## src/rtl/ad936x_pkg.sv

```systemverilog
// ad936x_pkg: sample width and I/Q pair type shared with the ad936x data interface.
package ad936x_pkg;
  localparam int AD936X_SAMPLE_W = 12;
  typedef struct packed {
    logic [11:0] i;
    logic [11:0] q;
  } iq_sample_t;
endpackage

```

## src/rtl/sync_ram_1r1w.sv

```systemverilog
// sync_ram_1r1w: one write port, registered read port; the read register is resettable, the array is not.
module sync_ram_1r1w #(
  parameter int DEPTH = 16,
  parameter int W = 24,
  localparam int AW = $clog2(DEPTH)
) (
  input  logic          clk,
  input  logic          rst_n,
  input  logic          we,
  input  logic [AW-1:0] waddr,
  input  logic [W-1:0]  wdata,
  input  logic          re,
  input  logic [AW-1:0] raddr,
  output logic [W-1:0]  rdata
);
  logic [W-1:0] mem [DEPTH];
  always_ff @(posedge clk)
    if (we) mem[waddr] <= wdata;
  // Same-address read in a write cycle returns the old word.
  always_ff @(posedge clk)
    if (!rst_n) rdata <= '0;
    else if (re) rdata <= mem[raddr];
endmodule

```

## src/rtl/ad936x_rx_sample_fifo.sv

```systemverilog
// ad936x_rx_sample_fifo: never-stalling RX I/Q buffer with drop counting and a valid/ready output.
module ad936x_rx_sample_fifo
  import ad936x_pkg::*;
#(
  parameter int DEPTH = 16,
  parameter int DATA_W = AD936X_SAMPLE_W,
  parameter int DROP_CNT_W = 16,
  localparam int ADDR_W = $clog2(DEPTH)
) (
  input  logic                  clk,
  input  logic                  rst_n,
  input  logic [DATA_W-1:0]     in_i,
  input  logic [DATA_W-1:0]     in_q,
  input  logic                  in_valid,
  output logic                  in_ready,
  output logic [DATA_W-1:0]     out_i,
  output logic [DATA_W-1:0]     out_q,
  output logic                  out_valid,
  input  logic                  out_ready,
  output logic [ADDR_W:0]       level,
  output logic                  overflow,
  output logic [DROP_CNT_W-1:0] drop_count,
  input  logic                  clear_stats
);
  logic [ADDR_W-1:0] wr_ptr, rd_ptr;
  logic [2*DATA_W-1:0] rd_data;
  logic push, full, wr_en, drop, refill;
  assign push = in_valid & in_ready;
  assign full = level == (ADDR_W+1)'(DEPTH);
  assign wr_en = push & ~full;
  assign drop = push & full;
  // The RAM read register is the output stage, so a refill lands one cycle later.
  assign refill = (level != '0) & (~out_valid | out_ready);
  assign {out_i, out_q} = rd_data;
  sync_ram_1r1w #(.DEPTH(DEPTH), .W(2*DATA_W)) u_ram (
    .clk(clk), .rst_n(rst_n),
    .we(wr_en), .waddr(wr_ptr), .wdata({in_i, in_q}),
    .re(refill), .raddr(rd_ptr), .rdata(rd_data)
  );
  always_ff @(posedge clk)
    if (!rst_n) begin
      in_ready <= 1'b0;
      wr_ptr <= '0;
      rd_ptr <= '0;
      level <= '0;
      out_valid <= 1'b0;
      overflow <= 1'b0;
      drop_count <= '0;
    end else begin
      in_ready <= 1'b1;
      wr_ptr <= wr_ptr + ADDR_W'(wr_en);
      rd_ptr <= rd_ptr + ADDR_W'(refill);
      level <= level + (ADDR_W+1)'(wr_en) - (ADDR_W+1)'(refill);
      out_valid <= refill | (out_valid & ~out_ready);
      overflow <= clear_stats ? drop : overflow | drop;
      drop_count <= clear_stats ? DROP_CNT_W'(drop) :
                    (drop && !(&drop_count)) ? drop_count + DROP_CNT_W'(1) : drop_count;
    end
endmodule

```

## config.mk

```make
export PLATFORM = sky130hd
export DESIGN_NAME = ad936x_rx_sample_fifo
export DESIGN_NICKNAME = d
export VERILOG_FILES = /design/src/rtl/ad936x_pkg.sv /design/src/rtl/sync_ram_1r1w.sv /design/src/rtl/ad936x_rx_sample_fifo.sv
export SDC_FILE = /design/constraint.sdc
export NUM_CORES = 1
export LEC_CHECK = 0
export CAP_MARGIN = 5
export CELL_PAD_IN_SITES_DETAIL_PLACEMENT = 2
export CELL_PAD_IN_SITES_GLOBAL_PLACEMENT = 2
export CORE_ASPECT_RATIO = 1.5
export CORE_MARGIN = 4
export CORE_UTILIZATION = 41
export CTS_CLUSTER_SIZE = 30
export DETAILED_ROUTE_END_ITERATION = 8
export PLACE_DENSITY = 0.82
export SYNTH_ARGS = -nofsm -noshare
export SYNTH_HDL_FRONTEND = slang
export SYNTH_HIERARCHICAL = 1
export SYNTH_SLANG_ARGS = --single-unit
export TNS_END_PERCENT = 5
```

## constraint.sdc

```tcl
create_clock -name clk -period 3.36 [get_ports clk]
set_clock_uncertainty 0.05 [all_clocks]
set_input_delay 0.672 -clock clk [delete_from_list [all_inputs] [get_ports clk]]
set_output_delay 0.672 -clock clk [all_outputs]
set_load 0.005 [all_outputs]
```

* Word level (Yosys, flattened, before mapping)
Memory sizes are Yosys's and may differ from the RTL's. A register that Yosys moved wholly into a read port is not among the register bits.
Cells that the tools add are included.
** Cells by class
- Bitwise gates (word level) :: 12
- Add/sub/neg operators :: 5
- Equality and inequality tests :: 1
- Reduce and logical (&&, ||, !) cells :: 7
- Multiplexer cells :: 6
** Operators with widths (number)
- $add 16x1->16 const B :: 1
- $reduce_and 16->1 :: 1
- $add 4x1->4 :: 2
- $mux 1 :: 6
- $add 5x1->5 :: 1
- $and 1x1->1 :: 5
- $eq 5x5->1 const B :: 1
- $reduce_bool 5->1 :: 1
- $sub 5x1->5 :: 1
- $not 1->1 :: 4
- $or 1x1->1 :: 3
- $logic_not 1->1 :: 2
- $reduce_bool 2->1 :: 1
- $reduce_or 2->1 :: 1
- $logic_and 1x1->1 :: 1
** Storage, ports and cells
- Input bits :: 29
- Logic and storage cells :: 40
- Memories kept :: 1
- Output and inout bits :: 48
- Flip-flop bits (word level) :: 32
- RAM bits :: 384
** Memory list
- u_ram.mem :: words 16, bits a word 24, rd ports 1, clocked after Yosys merged registers in 1, write ports 1, line sync_ram_1r1w.sv:16 : logic [W-1:0] mem [DEPTH];

* Longest topological paths before layout
Gate-level depths: netlist of run 1.
- Depth after elaboration :: 5
- Gate-level depth with buffers :: 12
- Gate-level depth less buffers :: 12

* By module
Netlist of run 1, hierarchy kept.
** Modules (own cells, without submodules)
- sync_ram_1r1w :: area each 15682.5 um2, times used 1, cells each 896, sequential area each 12011.5 um2
- ad936x_rx_sample_fifo :: area each 1634.1 um2, times used 1, cells each 182, sequential area each 640.6 um2

* Worst setup path before layout of run 1
OpenSTA, ideal clock, no wires.
- Path kind :: register -> register
- Start :: register level[2]
- End :: memory u_ram.mem[0][0], enable pin
- Required time :: 2875 ps
- Slack :: -182 ps
- Buffers on the path :: 0
- Setup time :: 435 ps
- Period minus slack after synthesis :: 3542 ps
- Stages on the path, launching flop included :: 8
- Arrival :: 3057 ps
- Path through :: dfxtp_1 inv_1 ha_1 nand4bb_1 nand3_1 inv_1 or3b_1 nor3_1
** Between the ends
- Cells in the longest elaborated chain, start to end :: 5
** Ends and longest elaborated chain
- start: declaration :: line ad936x_rx_sample_fifo.sv:20 : output logic [ADDR_W:0] level,
- start signal: assignment :: line ad936x_rx_sample_fifo.sv:53 : level <= level + (ADDR_W+1)'(wr_en) - (ADDR_W+1)'(refill);
- $eq 5x5->1 :: line ad936x_rx_sample_fifo.sv:29 : assign full = level == (ADDR_W+1)'(DEPTH);
- $not 1->1 :: line ad936x_rx_sample_fifo.sv:30 : assign wr_en = push & ~full;
- $and 1x1->1 :: line ad936x_rx_sample_fifo.sv:30
- via wr_en :: line ad936x_rx_sample_fifo.sv:27 : logic push, full, wr_en, drop, refill;
- $mux 1 :: line sync_ram_1r1w.sv:18 : if (we) mem[waddr] <= wdata;
- $mux 1 (implied by the code) :: line sync_ram_1r1w.sv:18
- end: declaration :: line sync_ram_1r1w.sv:16
The timed path passes the listed nets, and every way through them passes these cells.

* Worst setup path after layout of run 1
- Start :: register level[3]
- End :: register level[4]
** Between the ends
- Elaborated cells on any way between the ends :: 7
- Classes of those cells :: add/sub (2); eq/ne (1); bitwise (3); reduce/logical (1)
** RTL lines
- $reduce_bool 5->1 :: line ad936x_rx_sample_fifo.sv:33 : assign refill = (level != '0) & (~out_valid | out_ready);
- $and 1x1->1 :: line ad936x_rx_sample_fifo.sv:33
- via refill :: line ad936x_rx_sample_fifo.sv:27
- $sub 5x1->5 :: line ad936x_rx_sample_fifo.sv:53
The timed path passes the listed nets, and every way through them passes these cells.
A chain may end at the register's enable or synchronous reset.

==> results of run 1 <==
==> where the power goes <==
part	leakage [nW]	internal (mW)	switching [mW]
registers	3.92	6.14	0.171
logic	1.71	0.867	1.19
clock network	0.676	2.69	2.10
total	6.31	9.70	3.46
==> tightest hold or removal path: stages (launching register included) <==
cell and delay, ns:
dfxtp_1 0.33, nand2_1 0.05, nand3_1 0.05
==> registers in the layout (all words and copies together) (netlist names) <==
name         cells
u_ram/mem      384
u_ram/rdata     24
drop_count      16
level            5
rd_ptr           4
wr_ptr           4
in_ready         1
out_valid        1
overflow         1
==> worst max path at each step <==
stage	slack [ns]	startpoint	cells past startpoint	end
floorplan	0.08	level[2]$_SDFF_PN0_	7	u_ram/mem[12][0]$_DFFE_PP_
global placement	0.23	in_valid	10	level[4]$_SDFF_PN0_
detailed placement	0.21	out_ready	11	level[4]$_SDFF_PN0_
CTS	0.48	level[3]$_SDFF_PN0_	12	level[4]$_SDFF_PN0_
global route	0.18	level[2]$_SDFF_PN0_	12	level[4]$_SDFF_PN0_
finish	0.51	level[3]$_SDFF_PN0_	12	level[4]$_SDFF_PN0_
==> cell usage after synthesis, drive strengths merged (4+ instances only) <==
| cell type | n |
|---|---|
| nand3 | 84 |
| a22oi | 72 |
| nor3 | 6 |
| edfxtp | 384 |
| nand4 | 5 |
| or4 | 8 |
| nor2b | 5 |
| o31ai | 7 |
| nand2 | 61 |
| and4 | 4 |
| clkbuf | 18 |
| inv | 8 |
| nand2b | 4 |
| nor2 | 23 |
| mux2i | 195 |
| a21oi | 43 |
| and3 | 5 |
| buf | 36 |
| ha | 11 |
| xnor2 | 4 |
| dfxtp | 56 |
| and2 | 10 |
==> kinds of logic (layout without fill, tap and decap cells) <==
logic type      Yosys count  count (layout)  share of synthesized area [%]
buf+inv                  63             205                           2.66
compound gates          133             133                           5.12
xor+xnor                  7               7                          0.354
simple gates            228             228                           6.63
flops                   440             440                           73.1
fa+ha+maj                12              12                          0.910
mux                     195             195                           11.3
==> routing by layer <==
metal / vias up / track usage (%) / wire length [um]
met5: - / 0 / 0
met4: 0 / 7.80 / 1890
met3: 107 / 2.85 / 2030
met2: 290 / 41.0 / 27200
met1: 5310 / 27.2 / 19700
li1: 4417 / - / -
==> metrics by stage <==
stage          area (um^2)  instances  hold WS, ns  setup slack, ns  power, mW
6_report             20400       1784        0.403            0.512       13.2
5_1_grt              20400       1784        0.444            0.182       13.7
2_1_floorplan        17300       1078        0.400           0.0822       7.51
3_5_place_dp         19000       1708        0.397            0.214       8.49
3_3_place_gp         19000       1708        0.385            0.235       8.36
4_1_cts              20400       1784        0.412            0.476       13.3
==> cell type report <==
class	count	area [um^2]	area share [%]
clock buffers	52	1120	5.48
clock inverters	24	245	1.20
inverters	8	30.0	0.147
multi-input cells	575	4350	21.3
flip-flops and latches	440	12700	62.1
well taps	564	706	3.46
repair buffers	121	1290	6.31
==> results_dict.tcl, run 1 <==
set metrics [dict create \
    status "finished, final reports clean" \
    grt_max_degree 45 \
    slew_headroom_pct 39.3 \
    numCtsBuffers 42 \
    slowest_stage "fa_1" \
    whs_path_depth 2 \
    fillers 3941 \
    clock.fmax_mhz 351 \
    rr_endpoint "level[4]$_SDFF_PN0_" \
    num_io_pins 77 \
    drt_first_pass_iters 5 \
    num_vias 10124 \
    cts_max_level 2 \
    wl_mm 50.9 \
    layout-drive-gt1-share_pct 11.1 \
    clk_latency_ns 0.55 \
    syn-cell-area_um2 17300 \
    place.gp.congestion 0.744 \
    hp-start "u_ram/rdata[4]$_SDFFE_PN0P_" \
    dieArea_um2 45700 \
    ir_worst_vdd_v 0.000411 \
    area_growth_pct 17.8 \
    synth_flop_cell "edfxtp_1" \
    hp-class "flip-flop to flip-flop" \
    final_cell_mix "384 x edfxtp_1, 195 x mux2i_1, 84 x nand3_1" \
    grt_pass1_vias 11613 \
    clk_pin_slew_worst_paths_ns 0.06 \
    reg2reg_depth 12 \
    grt.total_usage_pct 22.4 \
    yosysUniqueCellTypes 47 \
    finalHoldViolCount 0 \
    rows 92 \
    grt_pass1_wl_mm 76.8 \
    cpMostUsedCell "ha_1" \
    r2r-start "level[3]$_SDFF_PN0_" \
    max_stage_delay_ns 0.41 \
    start_kind "flip-flop" \
    whs_endpoint "u_ram/rdata[4]$_SDFFE_PN0P_" \
    cts-root-buf "clkbuf_16" \
    synth_seq_cells 440 \
    worstSetupEndpointType "flip-flop" \
    synthTopCellsByArea "edfxtp_1 67%, mux2i_1 11%, dfxtp_1 6.5%" \
    min_period_ns 2.85 \
    netlist.area_leader.share_pct 66.6 \
    synth_edf_count 384 \
    port_buffers 76 \
    via_per_inst 5.67 \
    detail_route.wl_per_cell_um 28.5 \
    setup.worst_path.class "flip-flop to flip-flop" \
    worst_slew_pin_slew_ns 0.909 \
    critPathTopFamily "adder cells" \
    overflow 0 \
    clockBufferDepth 3 \
    ys_seq_area_share_pct 73.1 \
    cap_violations 0 \
    yosysWarnings 6 \
    ant_nets 0 \
    syn_nets 1119 \
    cts_tree "done" \
    rsz0062_at_grt "false" \
    setup-violations-final 0 \
    cts_hold_buffers 0 \
    synth_area_leader_cell "edfxtp_1" \
    syn_avg_cell_area_um2 16.1 \
    period_share_pct 84.8 \
    antenna_found_initial 0 \
    fin_nets 1229 \
    initial_core_util_pct 41.3 \
    cp_num_buf_inv 2 \
    async_flop_share_pct 0 \
    layout_commonest_cell "edfxtp_1" \
    die_x_um 176 \
    cp.required_ns 3.78 \
    syn_inst 1078 \
    maxSlewViolCount 0 \
    reg2reg_setup_slack_ns 0.51 \
    core-area_um2 41900 \
    critPathMaxFanout 3 \
    leakage_nw 6.31 \
    drc 0 \
    antennaDiodeCount 0 \
    cts_resized 0 \
    crit_chain "inv_1 > ha_1 > nor4b_1 > nor2b_1 > ha_1 > inv_1 > ha_1 > fa_1 > a21oi_1 > nor2_1 > or3_1 > a21oi_1" \
    critPathArrivalTime_ns 3.27 \
    p_per_area_nw_per_um2 645 \
    die_y_um 260 \
    dpl.hpwl_mm 30.3 \
    drt_iter0_drc 761 \
    postCtsSetupBuffers 0 \
    finalSetupTns_ns 0 \
    cts_sinks 440 \
    fin_util_pct 48.7 \
]
No activity file was read; power rests on OpenSTA's default activity.
==> inputs of run 2 (changes only) <==
- CORE_UTILIZATION: 41 -> 45
- PLACE_DENSITY: 0.82 -> 0.85
- clock period: 3.36 -> 2.7 ns (I/O delays scaled with it)
==> run 2 against run 1 <==
Count of clock-buffer cells in the layout grew 17. Global-route usage grew 2.3 points. Worst setup slack lost 0.38 ns. Sequential cell count is the same. Die area shrank 8.6%. Register-to-register slack lost 0.38 ns. Sequential share of layout area shrank 0.45 points. Clock power grew 22%. Non-clock buffer count grew 14. Critical path depth is the same. Maximum frequency grew 11%. Total power grew 25%. Largest power group unchanged. Highest routed layer unchanged.
==> results_dict.tcl, run 2 (synthesis gave the netlist of run 1 again) <==
set metrics [dict create \
    period_share_pct 95.1 \
    num_io_pins 77 \
    cts-root-buf "clkbuf_16" \
    rows 87 \
    antenna_found_initial 0 \
    dieArea_um2 41700 \
    core-area_um2 37800 \
    cp.required_ns 3.15 \
    cts_sinks 440 \
    grt_pass1_wl_mm 77.0 \
    dpl_worst_slack_ns -0.297 \
    min_period_ns 2.57 \
    maxSlewViolCount 0 \
    finalSetupTns_ns 0 \
    ant_nets 0 \
    critPathMaxFanout 3 \
    drc 0 \
    largest_register_ffs 384 \
    grt.total_usage_pct 24.7 \
    die_y_um 248 \
    clk_pin_slew_worst_paths_ns 0.06 \
    final.setup.worst_slack_ns 0.133 \
    grt_max_degree 65 \
    setup.worst_path.class "flip-flop to flip-flop" \
    layout_commonest_cell "edfxtp_1" \
    total_power_mw 16.5 \
    finalHoldViolCount 0 \
    wl_mm 50.9 \
    dpl.hpwl_mm 30.8 \
    cap_violations 0 \
    via_per_inst 5.90 \
    cts_max_level 2 \
    final_cell_mix "384 x edfxtp_1, 195 x mux2i_1, 84 x nand3_1" \
    fin_nets 1244 \
    clockBufferDepth 3 \
    regMostFlops "u_ram/mem" \
    hold_slack_ns 0.427 \
    drt_first_pass_iters 4 \
    detail_route.wl_per_cell_um 29.5 \
    critPathArrivalTime_ns 3.01 \
    status "finished, final reports clean" \
    overflow 0 \
    antennaDiodeCount 0 \
    grt_pass1_vias 11575 \
    leakage_nw 6.38 \
    port_buffers 76 \
    die_x_um 168 \
    placed_cells 1646 \
    clock.fmax_mhz 390 \
    reg2reg_setup_slack_ns 0.13 \
    instances_no_fill 1726 \
    layout-drive-gt1-share_pct 11.9 \
    num_vias 10177 \
    place.gp.congestion 0.757 \
    hp-class "flip-flop to flip-flop" \
    clk_latency_ns 0.56 \
    start_kind "flip-flop" \
    p_per_area_nw_per_um2 802 \
    drt_iter0_drc 833 \
    cts_hold_buffers 0 \
    slew_headroom_pct 53.7 \
    setup-violations-final 0 \
    ir_worst_vdd_v 0.000660 \
    worst_slew_pin_slew_ns 0.693 \
    area_growth_pct 18.6 \
    numCtsBuffers 43 \
    worstSetupEndpointType "flip-flop" \
    cts_tree "done" \
    initial_core_util_pct 45.8 \
    reg.largest.list "u_ram/mem x384, u_ram/rdata x24, drop_count x16" \
]
-- run 2: cell types whose count changed in the layout (fill, tap and decap cells not counted), sizes merged --
| cell | change |
|---|---|
| bufinv | -2 |
| clkinvlp | -1 |
| clkinv | -11 |
| buf | +14 |
| clkbuf | +17 |
-- run 2: layer usage --
| layer | vias up | part of all wire [%] | track usage [%] |
|---|---|---|---|
| met1 | 5390 | 40 | 30.9 |
| met4 | 0 | 2.9 | 7.40 |
| met3 | 93 | 3.6 | 2.89 |
| met2 | 255 | 53 | 45.2 |
| li1 | 4439 | - | - |
| met5 | - | 0 | 0 |
-- run 2: critical path: stages, from the launching register on --
cell and delay [ns]:
dfxtp_1 0.33, inv_2 0.08, ha_4 0.15, nor4b_4 0.23
nor2b_2 0.09, ha_1 0.29, inv_1 0.05, ha_1 0.21
fa_2 0.36, a21oi_2 0.13, nor2_1 0.06, or3_1 0.33
a21oi_1 0.13
-- run 2: per-stage QoR --
| stage | utilization, % | instance area, um^2 |
|---|---|---|
| after global placement | 50.7 | 19200 |
| after detailed placement | 50.7 | 19200 |
| final | 54.4 | 20500 |
| after global routing | 54.4 | 20500 |
| after floorplan | - | 17300 |
| after CTS | 54.3 | 20500 |
-- run 2: area by class of cell --
cell class | count | area, um^2
clock buffers | 69 | 1220
clock inverters | 10 | 109
fillers | 3314 | 17200
inverters | 8 | 30.0
multi-input cells | 575 | 4400
flip-flops and latches | 440 | 12700
well taps | 489 | 612
repair buffers | 135 | 1520
-- run 2: power breakdown --
| part | internal [mW] | switching [mW] |
|---|---|---|
| sequential | 7.64 | 0.182 |
| combinational | 1.22 | 1.59 |
| clock | 3.30 | 2.54 |
-- run 2: path summary, 6_finish.rpt --
| path | from | endpoint | cells past startpoint |
|---|---|---|---|
| hold / removal | u_ram/rdata[0]$_SDFFE_PN0P_ | u_ram/rdata[0]$_SDFFE_PN0P_ | 2 |
| hold reg to reg | u_ram/rdata[0]$_SDFFE_PN0P_ | u_ram/rdata[0]$_SDFFE_PN0P_ | 2 |
| setup / recovery | level[2]$_SDFF_PN0_ | level[4]$_SDFF_PN0_ | 12 |
| setup reg to reg | level[2]$_SDFF_PN0_ | level[4]$_SDFF_PN0_ | 12 |
-- run 2: what timing repair did --
action	in CTS	in global routing
gates cloned	0	0
gates resized for setup	3	6
setup buffers	1	0
setup endpoints to repair	1	1
pin swaps	0	0
==> inputs of run 3 (changes only) <==
- GPL_TIMING_DRIVEN: default -> 0
==> run 3 against run 2 <==
Global-route usage up 4.4 points. The run now ends with negative setup slack left. Die area unchanged. Utilization up 0.66 points. Sequential cell count unchanged. Wire length up 19%. Worst setup slack worse by 0.14 ns. Total power up 4.7%.
==> results_dict.tcl, run 3 (synthesis gave the netlist of run 1 again) <==
set metrics [dict create \
    status "finished with violations" \
    violations "negative setup slack" \
    critPathArrivalTime_ns 2.82 \
    dpl.hpwl_mm 35.3 \
    cap_violations 0 \
    clock.fmax_mhz 369 \
    cts_max_level 2 \
    cts-root-buf "clkbuf_16" \
    via_per_inst 6.18 \
    die_y_um 248 \
    cts_hold_buffers 0 \
    critPathMaxFanout 24 \
    place.gp.congestion 0.764 \
    dieArea_um2 41700 \
    die_x_um 168 \
    port_buffers 76 \
    reg2reg_setup_slack_ns -0.01 \
    rr_endpoint "u_ram/mem[9][18]$_DFFE_PP_" \
    drc 0 \
    setup.worst_path.class "flip-flop to flip-flop" \
    final_cell_mix "384 x edfxtp_1, 195 x mux2i_1, 81 x nand3_1" \
    layout-drive-gt1-share_pct 13.2 \
    period_share_pct 100 \
    cp.required_ns 2.81 \
    grt.total_usage_pct 29.1 \
    core-area_um2 37800 \
    drt_first_pass_iters 5 \
    rsz0062_at_grt "true" \
    ant_nets 0 \
    cts_sinks 440 \
    p_per_area_nw_per_um2 829 \
    drt_iter0_drc 989 \
    maxSlewViolCount 0 \
    whs_path_depth 2 \
    finalSetupTns_ns -0.0254 \
    grt_max_degree 25 \
    fin_nets 1263 \
    slew_headroom_pct 27.8 \
    min_period_ns 2.71 \
    reg2reg_depth 7 \
    initial_core_util_pct 45.8 \
    switching_share_pct 27.4 \
    final.setup.worst_slack_ns -0.0101 \
    clk_pin_slew_worst_paths_ns 0.06 \
    max_stage_delay_ns 0.97 \
    antenna_found_initial 0 \
    finalHoldViolCount 0 \
    area_growth_pct 20.1 \
    hold_slack_ns 0.416 \
    reg.largest.list "u_ram/mem x384, u_ram/rdata x24, drop_count x16" \
    clk_latency_ns 0.56 \
    grt_pass1_vias 12252 \
    hp-start "u_ram/rdata[4]$_SDFFE_PN0P_" \
    fillers 3297 \
    multi_input_area_um2 4440 \
    leakage_nw 6.51 \
    largest_register_ffs 384 \
    r2r-start "level[3]$_SDFF_PN0_" \
    regMostFlops "u_ram/mem" \
    pwr-share-seq_pct 45.6 \
    ir_worst_vdd_v 0.000472 \
    slowest_stage "nor2_4" \
    total_power_mw 17.2 \
    regArea_um2 12700 \
    pwr-share-comb_pct 17.4 \
    numCtsBuffers 42 \
    worst_slew_pin_slew_ns 1.08 \
    hp-class "flip-flop to flip-flop" \
    clkPwrFrac_pct 37.0 \
    num_vias 10798 \
    clockBufferDepth 3 \
    overflow 0 \
    fin_util_pct 55.0 \
    whs_endpoint "u_ram/rdata[4]$_SDFFE_PN0P_" \
    grt_pass1_wl_mm 87.7 \
    layout_commonest_cell "edfxtp_1" \
    cts_tree "done" \
    num_io_pins 77 \
    start_kind "flip-flop" \
    wl_mm 60.8 \
    p_int_mw 12.5 \
    detail_route.wl_per_cell_um 34.8 \
    setup-violations-final 6 \
    worstSetupEndpointType "flip-flop" \
    place_area_um2 19100 \
    p_sw_mw 4.73 \
    crit_chain "inv_2 > ha_4 > nand4bb_4 > nand3_4 > inv_4 > nand3b_1 > nor2_4" \
    rows 87 \
    fin_area_um2 20800 \
]
[run 3: cell type report]
class / instances / area share [%]
antenna: 1 / 0.0120
buffer: 55 / 2.09
clock buffer: 54 / 5.67
clock inverter: 24 / 1.29
inverter: 8 / 0.156
multi-input combinational: 577 / 21.4
sequential: 440 / 60.9
tap: 489 / 2.94
timing repair buffer: 98 / 5.60
[run 3: what timing repair did]
action                                  4_1_cts  5_1_grt
resized for setup                            21        8
gates cloned                                  2        0
pin swaps                                     9        1
endpoints found under the hold margin         0        0
endpoints found under the setup margin      352       75
setup buffers                                 6        2
[run 3: per-layer routing]
layer,GRT usage [%],wire [um]
met2,52.4,32200
met1,33.6,22400
met5,0,0
met3,4.76,3150
met4,14.3,3010
[run 3: stage by stage]
stage / std cells / worst slack (ns)
after floorplan: 1078 / -0.577
after global placement: 1643 / -2.72
after detailed placement: 1657 / -0.795
after CTS: 1743 / -0.117
after global routing: 1745 / -0.0746
final: 1746 / -0.0101
[run 3: worst max-delay path, delay by kind of cell, from the launching register on]
family	cells	cell delay (ns)
and+or+nand+nor	4	1.54
buffers and inverters	2	0.17
DFF	1	0.36
adders and majority gates	1	0.17
[run 3: worst max path at each step]
stage / start / to / slack, ns / depth (start not counted)
5_1_grt: level[2]$_SDFF_PN0_ / level[4]$_SDFF_PN0_ / -0.07 / 12
4_1_cts: level[2]$_SDFF_PN0_ / level[4]$_SDFF_PN0_ / -0.12 / 12
3_3_place_gp: in_valid / u_ram/mem[4][11]$_DFFE_PP_ / -2.72 / 5
3_5_place_dp: in_valid / u_ram/mem[4][10]$_DFFE_PP_ / -0.79 / 7
2_1_floorplan: level[2]$_SDFF_PN0_ / u_ram/mem[8][0]$_DFFE_PP_ / -0.58 / 7
6_report: level[3]$_SDFF_PN0_ / u_ram/mem[9][18]$_DFFE_PP_ / -0.01 / 7
[run 3: power groups by stage]
stage / Combinational (mW) / Clock [mW] / Sequential [mW]
final: 3.00 / 6.38 / 7.85
after global routing: 3.17 / 6.75 / 7.87
after CTS: 2.93 / 6.46 / 7.84
after detailed placement: 2.72 / 0 / 7.96
after global placement: 2.47 / 0 / 7.93
after floorplan: 1.44 / 0 / 7.91
